<file path="config.mk">
export PLATFORM = sky130hd
export DESIGN_NAME = phaser_array
export DESIGN_NICKNAME = d
export VERILOG_FILES = /design/src/rtl/phaser_array.sv
export SDC_FILE = /design/constraint.sdc
export NUM_CORES = 1
export LEC_CHECK = 0
export CORE_UTILIZATION = 55
export CTS_CLUSTER_DIAMETER = 150
export CTS_CLUSTER_SIZE = 20
export DETAILED_ROUTE_END_ITERATION = 10
export GPL_TIMING_DRIVEN = 0
export HOLD_SLACK_MARGIN = 0.1
export MAX_ROUTING_LAYER = met4
export PLACE_DENSITY = 0.77
export SKIP_LAST_GASP = 1
export SLEW_MARGIN = 20
export SYNTH_ARGS = -nofsm -noshare
export SYNTH_HDL_FRONTEND = slang
export SYNTH_SLANG_ARGS = --single-unit
export TNS_END_PERCENT = 1
</file>
<file path="constraint.sdc">
create_clock -name clk -period 2.4 [get_ports clk]
set_input_delay 0.48 -clock clk [delete_from_list [all_inputs] [get_ports clk]]
set_output_delay 0.48 -clock clk [all_outputs]
set_load 0.02 [all_outputs]
</file>
<file path="src/rtl/phaser_array.sv">
// phaser_array: multi-channel phase generator built around one shared carrier.
// A WIDTH-bit counter runs as a triangle (up/down) or a sawtooth (up only).
// Each of CHANNELS compare channels toggles its output the first cycle the
// carrier equals its compare value. Compare values are written into shadow
// registers and copied into the active set only at the period boundary, so a
// write can never cut a period short.
//
// Ports:
//   clk      rising-edge clock
//   rst      asynchronous active-low reset
//   mode     0 = triangle, 1 = sawtooth (taken at the period boundary)
//   wr_en    shadow compare write strobe
//   wr_addr  channel index for the write (out-of-range indices are dropped)
//   wr_data  compare value to write
//   en       per-channel enable
//   pol      per-channel output inversion
//   out      registered channel outputs
//   count    current carrier value
//   dir      carrier direction, 0 = up, 1 = down
//   pstart   high during every period-boundary cycle (combinational)
module phaser_array #(
  parameter int unsigned WIDTH    = 8,
  parameter int unsigned CHANNELS = 4,
  parameter int unsigned AW       = (CHANNELS > 1) ? $clog2(CHANNELS) : 1
) (
  input  logic                clk,
  input  logic                rst,
  input  logic                mode,
  input  logic                wr_en,
  input  logic [AW-1:0]       wr_addr,
  input  logic [WIDTH-1:0]    wr_data,
  input  logic [CHANNELS-1:0] en,
  input  logic [CHANNELS-1:0] pol,
  output logic [CHANNELS-1:0] out,
  output logic [WIDTH-1:0]    count,
  output logic                dir,
  output logic                pstart
);

  localparam logic [WIDTH-1:0] MAX = '1;

  logic [WIDTH-1:0]                count_q, count_d;
  logic                            dir_q, dir_d;
  logic                            mode_q, mode_d;
  logic [CHANNELS-1:0][WIDTH-1:0]  shadow_q, shadow_d;
  logic [CHANNELS-1:0][WIDTH-1:0]  cmp_q, cmp_d;
  logic [CHANNELS-1:0]             tog_q, tog_d;
  logic [CHANNELS-1:0]             match_q, match_d;
  logic [CHANNELS-1:0]             out_q, out_d;
  logic                            bnd_c;

  // Period boundary: carrier at zero at the bottom of a triangle, or any
  // zero in sawtooth mode.
  assign bnd_c = (count_q == '0) && (mode_q || dir_q);

  // Carrier counter, mode sampling and compare transfer.
  always_comb begin
    count_d = count_q;
    dir_d   = dir_q;
    mode_d  = mode_q;
    cmp_d   = cmp_q;
    if (bnd_c) begin
      mode_d  = mode;
      dir_d   = 1'b0;
      cmp_d   = shadow_q;
      // Sawtooth skips the second zero cycle so its period is 2^WIDTH.
      count_d = mode ? WIDTH'(1) : '0;
    end else if (mode_q) begin
      dir_d   = 1'b0;
      count_d = count_q + WIDTH'(1);
    end else if (!dir_q && (count_q == MAX)) begin
      dir_d = 1'b1;  // dwell one extra cycle at the top
    end else if (dir_q) begin
      count_d = count_q - WIDTH'(1);
    end else begin
      count_d = count_q + WIDTH'(1);
    end
  end

  // Shadow compare write port; a write in the boundary cycle lands after the
  // transfer and waits for the next boundary.
  always_comb begin
    shadow_d = shadow_q;
    if (wr_en && (32'(wr_addr) < CHANNELS)) begin
      shadow_d[wr_addr] = wr_data;
    end
  end

  // Per-channel first-cycle match detection, toggle state and output.
  always_comb begin
    match_d = '0;
    tog_d   = '0;
    out_d   = '0;
    for (int i = 0; i < CHANNELS; i++) begin
      match_d[i] = (count_q == cmp_q[i]);
      if (!en[i]) begin
        tog_d[i] = 1'b0;
      end else if (match_d[i] && !match_q[i]) begin
        tog_d[i] = ~tog_q[i];
      end else begin
        tog_d[i] = tog_q[i];
      end
      out_d[i] = en[i] ? (tog_d[i] ^ pol[i]) : pol[i];
    end
  end

  // State registers.
  always_ff @(posedge clk or negedge rst) begin
    if (!rst) begin
      count_q  <= '0;
      dir_q    <= 1'b1;
      mode_q   <= 1'b0;
      shadow_q <= '0;
      cmp_q    <= '0;
      tog_q    <= '0;
      match_q  <= '0;
      out_q    <= '0;
    end else begin
      count_q  <= count_d;
      dir_q    <= dir_d;
      mode_q   <= mode_d;
      shadow_q <= shadow_d;
      cmp_q    <= cmp_d;
      tog_q    <= tog_d;
      match_q  <= match_d;
      out_q    <= out_d;
    end
  end

  assign out    = out_q;
  assign count  = count_q;
  assign dir    = dir_q;
  assign pstart = bnd_c;

endmodule

</file>
Word-level counts from Yosys, hierarchy flattened
Cells that the tools add are included.
Widths: inputs -> output; s select.

word-level totals
  bits in registers = 86

operators by class
  $add $sub $neg = 2
  order comparisons = 2
  equal/unequal tests = 6
  muxes and demuxes = 23
  bitwise logic cells = 8
  reductions and logical operators = 15

operators with widths
  kind                 number
  $mux 8               5
  $bwmux 32            1
  $eq 8x8->1           4
  $demux 8 s2          1
  $mux 1               16
  $add 8x1->8 const B  1
  $eq 8x8->1 const B   1
  $logic_not 8->1      1
  $sub 8x1->8 const B  1
  $logic_and 1x1->1    7
  $logic_not 1->1      5
  $not 1->1            4
  $xor 1x1->1          4
  $lt 2x3->1 const B   1
  $ne 3x3->1 const B   1
  $reduce_bool 3->1    1
  $ge 2x1->1 const B   1
  $logic_or 1x1->1     1

Depth between registers and ports, before layout
  depth after elaboration = 6
  mapped depth = 9
  depth with buffers taken out = 6

Least setup slack after synthesis
OpenSTA, ideal clock, no wires.

  kind = reg-to-output
  start point = register count_q[3], in the netlist count[3]
  end point = output pstart
  arrival = 1,872 ps
  path slack = 48 ps
  stages on the path, launching flop included = 4
  path buffers = 1
  path through = dfrtp_1 buf_6 or4_4 nor4_1

on the way
  word-level cells in the longest chain between the ends = 2

ends and longest elaborated chain
  element                 line  source
  start, declared         42    logic [WIDTH-1:0] count_q, count_d;
  start signal, assigned  119   count_q <= count_d;
  $logic_not 8->1         54    assign bnd_c = (count_q == '0) && (mode_q || dir_q);
  $logic_and 1x1->1       54
  end, declared           37    output logic pstart

Every way passes these cells.

Worst setup path in the final report
  start point = register count_q[0], in the netlist count[0]
  end point = output pstart

Same word-level chain as after synthesis.

==> flow_metrics.env <==
export IMPL_async_flop_share=1.000
export IMPL_maxSlewViolCount=0
export IMPL_avgSynthCellArea_um2=10.21
export IMPL_rsz0062_at_grt="yes"
export IMPL_yosys_warnings=0
export IMPL_finClkSkew_ns=0.007942
export IMPL_track_usage=0.2481
export IMPL_synth_fp_nets=439
export IMPL_die_h_um=89.66
export IMPL_numCtsBuffers=9
export IMPL_syn_to_final_growth_pct=16.49
export IMPL_finalSetupViolCount=0
export IMPL_drt_wl_total_mm=8.599
export IMPL_r2r_start="count[3]"
export IMPL_path_max_fanout=10
export IMPL_via_per_inst=5.545
export IMPL_synth_distinct_cells=45
export IMPL_vdd_drop_max_uv=557.0
export IMPL_die_width_um=89.66
export IMPL_cts_sinks=86
export IMPL_hold_depth=2
export IMPL_antenna_found_initial=0
export IMPL_wl_met3_um=259
export IMPL_vias=3133
export IMPL_grt_max_degree=56
export IMPL_utilization=0.6716
export IMPL_synth_cells=414
export IMPL_ant_nets=0
export IMPL_row_count=31
export IMPL_met1_length_mm=4.208
export IMPL_worstSetupEndpointType="output port"
export IMPL_ys_seq_elements=86
export IMPL_total_power_uw=5220
export IMPL_synth_top_area_cell="dfrtp_1"
export IMPL_cap_violations=0
export IMPL_r2r_end="cmp_q[7]"
export IMPL_worstHoldStart="shadow_q[22]"
export IMPL_fmax_ghz=0.4182
export IMPL_critical_path_class="flop to output port"
export IMPL_grt_ovfl_total=0
export IMPL_outcome="finished clean"
export IMPL_core_area_um2=7331
export IMPL_pre_cts_ws_ns=-0.2120
export IMPL_arrival_ns=1.91
export IMPL_cp_start_kind="flop"
export IMPL_htreeDepth=3
export IMPL_drive_above_1_share=0.1395
export IMPL_min_period_ns=2.391
export IMPL_netlist_top_cells_area="dfrtp_1 50%, nand2_1 9.7%, mux2_2 8.5%"
export IMPL_cts_root_buf="clkbuf_8"
export IMPL_cts_clk_slew_worst_paths_ns=0.09
export IMPL_fin_crit_sh=0.9963
export IMPL_cp_slowest_cell="dfrtp_1"
export IMPL_wl_per_cell_um=15.22
export IMPL_yosysSeqAreaShare=0.5095
export IMPL_whs_endpoint="cmp_q[22]"
export IMPL_cp_cell_sequence="clkbuf_2 -> inv_1 -> ha_1 -> nand2b_1 -> nor4_1 -> buf_2"
export IMPL_hp_class="flop to flop"
export IMPL_setup_slack_ns=0.008909
export IMPL_drt_iter0_drc=213
export IMPL_p_leak_uw=0.002112
export IMPL_dpl_hpwl_mm=6.270
export IMPL_grt_pass1_wl_mm=14.42
export IMPL_synth_flop_cell="dfrtp_1"
export IMPL_max_stage_delay_ns=0.40
export IMPL_max_slew_worst_pin_slew_ns=0.6814
export IMPL_place_inst=549
export IMPL_cts_buffer_depth=2
export IMPL_cts_tree="done"
export IMPL_rr_worst_depth=6
export IMPL_route_detailed_drc=0
export IMPL_dieArea_um2=8039
export IMPL_clock_latency_ns=0.34
export IMPL_final_hold_viol_count=0
export IMPL_gp_congestion=0.8795
export IMPL_diodes=0
export IMPL_setup_tns_ns=0
export IMPL_pin_count=36
export IMPL_max_slew_margin_rel=0.5423
export IMPL_synth_edff_count=0
export IMPL_routed_top_layer="met4"
export IMPL_dr_pass1_iters=5
export IMPL_worstPathRequired_ns=1.92
export IMPL_p_per_area_nw_per_um2=1060
export IMPL_fin_cells=565
export IMPL_synth_top_area_share=0.5033
export IMPL_synthesis_area_um2=4227
export IMPL_grt_pass1_vias=2838
export IMPL_r2r_slack_ns=0.13
export IMPL_nNetsFinal=486
export IMPL_route_met2_wl_mm=4.053
export IMPL_port_buffers=35
export IMPL_start_util=0.5765
## flip-flops by register name, indices dropped and copies added, names as in the netlist
name and cells:
mode_q 1, out 4, count 8, shadow_q 32
tog_q 4, match_q 4, dir 1, cmp_q 32
## cell families (layout without fill, tap and decap cells)
kind of cell               after synthesis  after routing  synth area share
AOI/OAI and AO/OA                       45             45           0.07105
xor gates and xnor gates                35             35           0.07253
adders and majority gates                3              3          0.008882
buffers and inverters                   26             78           0.03552
DFF                                     86             86            0.5095
muxes                                   32             32           0.08526
and+or+nand+nor                        187            187            0.2173
## layer usage
metal | vias up | global-route usage
li1 | 1530 | -
met1 | 1528 | 0.3498
met2 | 66 | 0.3733
met3 | 9 | 0.03382
met4 | 0 | 0.08081
met5 | - | -
## placed cells by master, fill, tap and decap left out, types with 2 or more instances in the layout
cell type	instances
o31ai_1	9
xnor2_1	34
ha_1	3
nor2b_1	5
dfrtp_1	85
nor4_1	2
and4_1	2
clkbuf_1	7
or4_4	2
o22ai_1	5
o21ai_1	5
nor2_1	11
clkbuf_2	2
nand4_1	10
clkbuf_8	9
or4_1	8
a41oi_1	2
nand3b_1	11
a221oi_1	2
or3_1	2
buf_2	4
mux2_2	32
inv_1	8
a211o_1	4
o21ai_0	2
nand3_1	9
nor4bb_1	2
nand2_1	109
clkdlybuf4s50_1	33
a21oi_1	10
buf_6	2
clkinvlp_4	2
buf_8	3
nand2b_1	3
nor3_1	6
## worst max path at each step
stage | endpoint | start
finish | pstart | count[0]
global route | pstart | count[0]
CTS | pstart | count[3]
detailed placement | pstart | count[1]
global placement | shadow_q[25] | rst
floorplan | pstart | count[3]
## cells in the mapped netlist, types with 2 or more instances
| library cell | count |
|---|---|
| o21ai_1 | 5 |
| a21oi_1 | 10 |
| nand3_1 | 9 |
| o31ai_1 | 9 |
| inv_1 | 8 |
| nor4_1 | 2 |
| nor4bb_1 | 2 |
| xnor2_1 | 34 |
| buf_2 | 3 |
| clkbuf_1 | 9 |
| or4_1 | 8 |
| mux2_2 | 32 |
| a211o_1 | 4 |
| ha_1 | 3 |
| o21ai_0 | 2 |
| buf_8 | 3 |
| or4_4 | 2 |
| nand4_1 | 10 |
| nor2_1 | 11 |
| a221oi_1 | 2 |
| nor3_1 | 6 |
| buf_6 | 2 |
| nor2b_1 | 5 |
| nand2b_1 | 3 |
| a41oi_1 | 2 |
| nand3b_1 | 11 |
| or3_1 | 2 |
| nand2_1 | 109 |
| o22ai_1 | 5 |
| and4_1 | 2 |
| dfrtp_1 | 85 |
## through the flow
step / instance area [um2] / hold slack [ns]
after floorplan: 4227 / 0.1844
after global placement: 4701 / 0.4578
after detailed placement: 4726 / 0.4536
after CTS: 4922 / 0.4748
after global routing: 4923 / 0.4983
final: 4923 / 0.4724
## report_power, final
group / switching (uW) / internal, uW / leakage [uW]
clock: 510 / 484 / 0.0000899
sequential: 340 / 1880 / 0.00107
combinational: 1080 / 920 / 0.000952
total: 1930 / 3290 / 0.00211
## area by class of cell
| cell class | instances | area, um2 |
|---|---|---|
| fill | 568 | 2407 |
| tap | 99 | 123.9 |
| clock buffer | 11 | 131.4 |
| buffer | 17 | 122.6 |
| clock inverter | 5 | 58.81 |
| multi-input combinational | 302 | 1923 |
| timing repair buffer | 37 | 380.4 |
| sequential | 86 | 2153 |
| inverter | 8 | 30.03 |
## worst max-delay path, delay by kind of cell, from the launching register on
kind	cells	cell delay, ns
buffers and inverters	3	0.61
flip-flops	1	0.40
AND/OR/NAND/NOR	2	0.38
adder cells (fa/ha/maj)	1	0.17
## what timing repair did
item | in CTS | in global routing
gates resized for setup | 8 | 2
hold endpoints to repair | 30 | 0
setup buffers | 0 | 0
endpoints found under the setup margin | 1 | 25
cloned | 0 | 0
hold buffers | 1 | 0
No activity file was read; power rests on OpenSTA's default activity.
